===== src/rtl/gray_sobel.sv =====
// Streaming 3x3 Sobel edge detector with two internal line buffers and a 3-stage output pipeline.
// Optional macro SOBEL_THRESH_EN turns the saturated magnitude into a 0/255 binary output.
module gray_sobel #(
    parameter int         WIDTH  = 200,
    parameter int         HEIGHT = 200,
    parameter logic [7:0] THRESH = 8'd128
) (
    input  logic       clk,
    input  logic       rst_p,
    input  logic [7:0] gray,
    input  logic       gray_valid,
    input  logic       gray_hsync,
    input  logic       gray_vsync,
    output logic [7:0] edge_data,
    output logic       edge_valid,
    output logic       edge_hsync,
    output logic       edge_vsync
);

    localparam int AW = $clog2(WIDTH);
    localparam int CW = $clog2(WIDTH + 2);
    localparam int RW = $clog2(HEIGHT + 1);

    localparam logic [1:0] ST_IDLE  = 2'd0;
    localparam logic [1:0] ST_FILL  = 2'd1;
    localparam logic [1:0] ST_RUN   = 2'd2;
    localparam logic [1:0] ST_FLUSH = 2'd3;

    localparam logic [AW-1:0] COL_LAST   = AW'(WIDTH - 1);
    localparam logic [RW-1:0] ROW_LAST   = RW'(HEIGHT - 1);
    localparam logic [CW-1:0] FLUSH_LAST = CW'(WIDTH);

    function automatic logic [9:0] tap_sum(input logic [7:0] a, input logic [7:0] b, input logic [7:0] c);
        return {2'b00, a} + {1'b0, b, 1'b0} + {2'b00, c};
    endfunction

    function automatic logic [10:0] abs11(input logic signed [10:0] v);
        logic [10:0] r;
        if (v[10]) begin
            r = 11'(-v);
        end else begin
            r = v;
        end
        return r;
    endfunction

    function automatic logic [7:0] sat8(input logic [11:0] m);
        return (m > 12'd255) ? 8'hFF : m[7:0];
    endfunction

    logic [1:0]    state_r;
    logic          vsync_prev_r;
    logic [AW-1:0] col_r;
    logic [RW-1:0] row_r;
    logic [CW-1:0] fcnt_r;
    logic [AW-1:0] ocol_r;
    logic [RW-1:0] orow_r;
    logic [7:0]    lb0_r [0:WIDTH-1];
    logic [7:0]    lb1_r [0:WIDTH-1];
    logic [7:0]    win_r [0:2][0:2];

    logic                v0_r, b0_r, f0_r, l0_r;
    logic                v1_r, b1_r, f1_r, l1_r;
    logic                v2_r, b2_r, f2_r, l2_r;
    logic signed [10:0]  gx_r, gy_r;
    logic [11:0]         mag_r;
    logic                last_r;

    logic          vs_rise_s, vs_fall_s, kill_s;
    logic          accept_s, flush_step_s, step_s, emit_s;
    logic [7:0]    pix_s, top_s, mid_s;
    logic [AW-1:0] col_next_s;
    logic          border_s, first_s, last_s;
    logic signed [10:0] gx_s, gy_s;
    logic [11:0]   mag_s;
    logic [7:0]    out_val_s;
    logic          unused_s;

    // Frame control decode: vsync edges, abort, and which cycles advance the window.
    always_comb begin
        vs_rise_s = gray_vsync & ~vsync_prev_r;
        vs_fall_s = ~gray_vsync & vsync_prev_r;
        if (vs_rise_s && (state_r != ST_IDLE)) begin
            kill_s = 1'b1;
        end else if (vs_fall_s && ((state_r == ST_FILL) || (state_r == ST_RUN))) begin
            kill_s = 1'b1;
        end else begin
            kill_s = 1'b0;
        end
        accept_s     = gray_valid && ((state_r == ST_FILL) || (state_r == ST_RUN)) && !vs_rise_s && !kill_s;
        flush_step_s = (state_r == ST_FLUSH) && !vs_rise_s;
        step_s       = accept_s || flush_step_s;
        // Input index WIDTH+1 (row 1, col 1) is the first step that completes a window.
        emit_s = flush_step_s ||
                 (accept_s && ((state_r == ST_RUN) || ((row_r == RW'(1)) && (col_r == AW'(1)))));
        pix_s      = flush_step_s ? 8'd0 : gray;
        top_s      = lb1_r[col_r];
        mid_s      = lb0_r[col_r];
        col_next_s = (col_r == COL_LAST) ? {AW{1'b0}} : col_r + AW'(1);
        border_s   = (orow_r == {RW{1'b0}}) || (orow_r == ROW_LAST) ||
                     (ocol_r == {AW{1'b0}}) || (ocol_r == COL_LAST);
        first_s    = (orow_r == {RW{1'b0}}) && (ocol_r == {AW{1'b0}});
        last_s     = (orow_r == ROW_LAST) && (ocol_r == COL_LAST);
    end

    // State machine, raster counters and the 3x3 window shift register.
    always_ff @(posedge clk) begin
        if (rst_p) begin
            state_r      <= ST_IDLE;
            vsync_prev_r <= 1'b0;
            col_r        <= {AW{1'b0}};
            row_r        <= {RW{1'b0}};
            fcnt_r       <= {CW{1'b0}};
            ocol_r       <= {AW{1'b0}};
            orow_r       <= {RW{1'b0}};
            for (int i = 0; i < 3; i++) begin
                for (int j = 0; j < 3; j++) begin
                    win_r[i][j] <= 8'd0;
                end
            end
        end else begin
            vsync_prev_r <= gray_vsync;
            if (vs_rise_s) begin
                state_r <= ST_FILL;
                col_r   <= {AW{1'b0}};
                row_r   <= {RW{1'b0}};
                fcnt_r  <= {CW{1'b0}};
                ocol_r  <= {AW{1'b0}};
                orow_r  <= {RW{1'b0}};
            end else if (kill_s) begin
                state_r <= ST_IDLE;
            end else if (step_s) begin
                for (int i = 0; i < 3; i++) begin
                    win_r[i][0] <= win_r[i][1];
                    win_r[i][1] <= win_r[i][2];
                end
                win_r[0][2] <= top_s;
                win_r[1][2] <= mid_s;
                win_r[2][2] <= pix_s;
                col_r <= col_next_s;
                if (accept_s && (col_r == COL_LAST)) begin
                    row_r <= row_r + RW'(1);
                end
                if (emit_s) begin
                    if (ocol_r == COL_LAST) begin
                        ocol_r <= {AW{1'b0}};
                        orow_r <= orow_r + RW'(1);
                    end else begin
                        ocol_r <= ocol_r + AW'(1);
                    end
                end
                case (state_r)
                    ST_FILL: begin
                        if ((row_r == RW'(1)) && (col_r == AW'(1))) begin
                            state_r <= ST_RUN;
                        end
                    end
                    ST_RUN: begin
                        if ((row_r == ROW_LAST) && (col_r == COL_LAST)) begin
                            state_r <= ST_FLUSH;
                            fcnt_r  <= {CW{1'b0}};
                        end
                    end
                    ST_FLUSH: begin
                        if (fcnt_r == FLUSH_LAST) begin
                            state_r <= ST_IDLE;
                        end else begin
                            fcnt_r <= fcnt_r + CW'(1);
                        end
                    end
                    default: state_r <= ST_IDLE;
                endcase
            end
        end
    end

    // Line buffers: read-before-write so the previous row cascades from buffer 0 into buffer 1.
    always_ff @(posedge clk) begin
        if (step_s) begin
            lb0_r[col_r] <= pix_s;
            lb1_r[col_r] <= mid_s;
        end
    end

    // Gradient and magnitude arithmetic on the current window and the registered gradients.
    always_comb begin
        gx_s  = $signed({1'b0, tap_sum(win_r[0][2], win_r[1][2], win_r[2][2])}) -
                $signed({1'b0, tap_sum(win_r[0][0], win_r[1][0], win_r[2][0])});
        gy_s  = $signed({1'b0, tap_sum(win_r[2][0], win_r[2][1], win_r[2][2])}) -
                $signed({1'b0, tap_sum(win_r[0][0], win_r[0][1], win_r[0][2])});
        mag_s = {1'b0, abs11(gx_r)} + {1'b0, abs11(gy_r)};
    end

`ifdef SOBEL_THRESH_EN
    assign out_val_s = (sat8(mag_r) >= THRESH) ? 8'hFF : 8'h00;
    assign unused_s  = gray_hsync;
`else
    assign out_val_s = sat8(mag_r);
    assign unused_s  = ^{gray_hsync, THRESH};
`endif

    // Output pipeline; an abort or restart drops everything in flight.
    always_ff @(posedge clk) begin
        if (rst_p || kill_s) begin
            v0_r <= 1'b0; b0_r <= 1'b0; f0_r <= 1'b0; l0_r <= 1'b0;
            v1_r <= 1'b0; b1_r <= 1'b0; f1_r <= 1'b0; l1_r <= 1'b0;
            v2_r <= 1'b0; b2_r <= 1'b0; f2_r <= 1'b0; l2_r <= 1'b0;
            gx_r       <= 11'sd0;
            gy_r       <= 11'sd0;
            mag_r      <= 12'd0;
            last_r     <= 1'b0;
            edge_data  <= 8'd0;
            edge_valid <= 1'b0;
            edge_hsync <= 1'b0;
            edge_vsync <= 1'b0;
        end else begin
            v0_r <= emit_s;
            b0_r <= border_s;
            f0_r <= first_s;
            l0_r <= last_s;
            v1_r <= v0_r; b1_r <= b0_r; f1_r <= f0_r; l1_r <= l0_r;
            gx_r <= gx_s;
            gy_r <= gy_s;
            v2_r <= v1_r; b2_r <= b1_r; f2_r <= f1_r; l2_r <= l1_r;
            mag_r <= mag_s;
            edge_valid <= v2_r;
            edge_hsync <= v2_r;
            edge_data  <= (v2_r && !b2_r) ? out_val_s : 8'd0;
            last_r     <= v2_r && l2_r;
            if (v2_r && f2_r) begin
                edge_vsync <= 1'b1;
            end else if (edge_valid && last_r) begin
                edge_vsync <= 1'b0;
            end
        end
    end

endmodule


===== config.mk =====
export PLATFORM = sky130hd
export DESIGN_NAME = gray_sobel
export DESIGN_NICKNAME = d
export VERILOG_FILES = /design/src/rtl/gray_sobel.sv
export SDC_FILE = /design/constraint.sdc
export NUM_CORES = 2
export LEC_CHECK = 0
export CAP_MARGIN = 20
export CELL_PAD_IN_SITES_DETAIL_PLACEMENT = 1
export CELL_PAD_IN_SITES_GLOBAL_PLACEMENT = 1
export CORE_MARGIN = 2
export CORE_UTILIZATION = 45
export CTS_CLUSTER_DIAMETER = 60
export DETAILED_ROUTE_END_ITERATION = 7
export PLACE_DENSITY_LB_ADDON = 0.25
export SYNTH_ARGS = -nofsm -noshare
export SYNTH_HDL_FRONTEND = slang
export SYNTH_SLANG_ARGS = --single-unit

===== constraint.sdc =====
create_clock -name clk -period 41.2 [get_ports clk]
set_input_delay 8.24 -clock clk [delete_from_list [all_inputs] [get_ports clk]]
set_output_delay 8.24 -clock clk [all_outputs]
set_load 0.01 [all_outputs]

==> qor.csv <==
metric,value,unit
Setup crit start,gray_vsync,
Setup Buffers After CTS,0,
clock buffer depth,4,
post-route core utilization,51.5,%
Rel. slew slack,19.0,%
Slew @ Worst Pin,1.21,ns
sequential fraction of the synthesis area,75.8,%
clock skew,0.0666,ns
startpoint types,primary input,
WP data required,41.79,ns
fin crit period,11.86,ns
DRT iter0 DRCs,8990,
vias per std cell,6.19,
Routability Congestion,0.854,
# nets final,6858,
most frequent cell after synthesis,edfxtp_1,
num rows,199,
CP cell instances,clkdlybuf4s50_1 > nand2b_1 > a31o_2 > and2_1 > nand3_1 > buf_4 > nor2_1 > buf_4,
Final Hold Violating Endpoints,0,
GR Util met2,40.6,%
outcome,completed,
Synthesized Nets,6458,
sw frac,21.8,%
final hold slack,0.425,ns
switching power total,1.57,mW
DR pass1 iterations,5,
start point of the worst hold path,v0_r,
max cap viols,0,
CP arrival,12.45,ns
Synth Flop Type,edfxtp_1,
post-synthesis cell area,132000,um^2
Critical Path Most Common Cell,buf_4,
GR peak layer,met2,
maximum vdd drop,0.0370,mV
Max Freq,0.0843,GHz
Comb pwr share,5.1,%
IO Port Bufs,22,
clock net sink count,3380,
worst-path fanout max,15,
Post-Layout Cell Count,10900,
Post-synth EDFFs,3272,
Placed Cells,10300,
post-cts resize count,0,
Flop pwr share,52.8,%
Core Area,293000,um^2
largest delay contributor family on the critical path,simple AND/OR/NAND/NOR gates,
Avg Inst Size Synth,20.9,um^2
Hold Path Class,reg -> reg,
"top cells by count, synth","edfxtp_1, mux4_2, nor2_1",
fraction of registers with async set/reset,0,%
initial antenna violation count,26,
"Buf+Inv Stages, Crit Path",3,
clock share of power,42.2,%
Antenna Violating Nets Remaining,0,
GRT overflow,0,
share of the synthesized area in the top cell type,74.2,%
pin count of the biggest net entering global routing,201,
Syn Inst Count,6328,
"Reg clk slew, reported paths",0.06,ns
CTS Buf Count,348,
Leak,46.8,nW
CP max stage cell,nand3_1,
Crit. End Element,register,
Die H,547,um
Synth area leaders,"edfxtp_1, mux4_2, dfxtp_1",
root buf cell,clkbuf_16,
layout cells sized above 1,27.3,%
die area,299000,um^2
GRT Overall Usage,25.9,%
P&R area growth vs syn,13.9,%
Ports,24,
Final Cycle Share,28.8,%
final setup vio count,0,
Post-DP HPWL,236000,um
global-route wire length before repair,546000,um
Seq cells post-synth,3380,
total power,7.20,mW
met1 Use GR,36.1,%
DRC Markers,0,
synth warn,0,
Pwr per Cell Area,47.7,nW/um^2
internal power,5.63,mW
fin. max-slew vios,0,
WL/cell,35.6,um
clk_lat worst skew,0.91,ns
Chip Width,547,um
effective utilization at floorplan,45.2,%
via count,67600,
met3 Use GR,5.02,%
drt total wl,389000,um
Max stage delay on crit path,1.02,ns
WS Path Type,in -> reg,
CTS tree,done,
Synth cell types,78,
Final TNS setup,0,ns
Hold Buf Count CTS,0,
Max H-tree Level,5,
vias in the first global route,69300,
RSZ-0062 raised after global routing,no,
Yosys top cell by area,edfxtp_1,
stage by stage:
stage / cell area (um^2) / setup slack (ns)
2_1_floorplan: 132000 / 28.32
6_report: 151000 / 29.34
5_1_grt: 151000 / 29.26
3_5_place_dp: 140000 / 28.53
4_1_cts: 150000 / 29.41
3_3_place_gp: 139000 / 28.37
cell usage in the layout (no fill, tap or decap), drive strengths merged, types with 10 or more instances in the layout:
cell type / synthesis / layout
a211oi: 30 / 30
buf: 180 / 362
bufinv: 0 / 17
nor3: 49 / 49
nor4: 15 / 15
o31ai: 10 / 10
o21a: 11 / 11
a22oi: 61 / 61
clkinvlp: 0 / 12
dfxtp: 108 / 108
inv: 156 / 172
nand2: 152 / 152
and2: 74 / 74
or3: 12 / 12
mux4: 843 / 843
o221ai: 13 / 13
and3: 13 / 13
edfxtp: 3272 / 3272
xor2: 29 / 29
o21ai: 64 / 64
o22ai: 50 / 50
mux2: 24 / 24
nor2: 352 / 352
a21oi: 77 / 77
nand2b: 23 / 23
a2111oi: 15 / 15
xnor2: 34 / 34
nor2b: 34 / 34
ha: 54 / 54
a31oi: 16 / 16
clkdlybuf4s50: 0 / 22
fa: 63 / 63
nand4: 22 / 22
clkinv: 2 / 140
nand3: 72 / 72
mux2i: 135 / 135
clkbuf: 154 / 443
area by class of cell:
| cell class | count | area [um^2] |
|---|---|---|
| clock buffers | 443 | 9310 |
| fillers | 25800 | 142000 |
| flip-flops and latches | 3380 | 100000 |
| diodes | 9 | 22.5 |
| multi-input cells | 2456 | 30600 |
| inverters | 158 | 601 |
| clock inverters | 183 | 1440 |
| well taps | 3919 | 4900 |
| repair buffers | 384 | 3620 |
worst reg2reg max path, delay by kind of cell (launching register included):
kind	cells	cell delay (ns)
mux	2	0.59
buf+inv	6	4.38
compound gates	3	1.15
simple gates	1	0.62
flops	1	0.74
routing by layer:
metal,part of all wire (%),wire (um)
met5,0.014,54
met4,4.4,17000
met3,9.2,35900
met2,47,184000
met1,39,152000
cells by family after synthesis:
family	share of synthesized area, %
simple gates	3.04
compound gates	2.14
fa+ha+maj	1.46
flops	75.8
buf+inv	1.59
mux	15.6
xor+xnor	0.416
final timing paths:
check                        to  slack, ns  cells past startpoint
setup reg to reg  lb1_r[137][1]      33.29                     12
hold / removal             v1_r       0.43                      1
setup / recovery   lb1_r[89][7]      29.34                      8
hold reg to reg            v1_r       0.43                      1
flip-flops by register name, indices dropped and copies added (netlist names), 2 cells and up, named ones only:
signal,cells
mag_r,12
fcnt_r,8
gy_r,11
win_r,72
row_r,8
ocol_r,8
col_r,8
orow_r,8
lb1_r,1600
state_r,2
gx_r,11
lb0_r,1600
edge_data,8
power by group through the flow:
stage          clock, mW  combinational, mW  sequential, mW
6_report            3.03              0.367            3.80
5_1_grt             3.20              0.413            3.80
3_3_place_gp           0              0.361            3.87
3_5_place_dp           0              0.369            3.87
4_1_cts             3.07              0.371            3.80
2_1_floorplan          0              0.259            3.88
No activity file was read; power rests on OpenSTA's default activity.
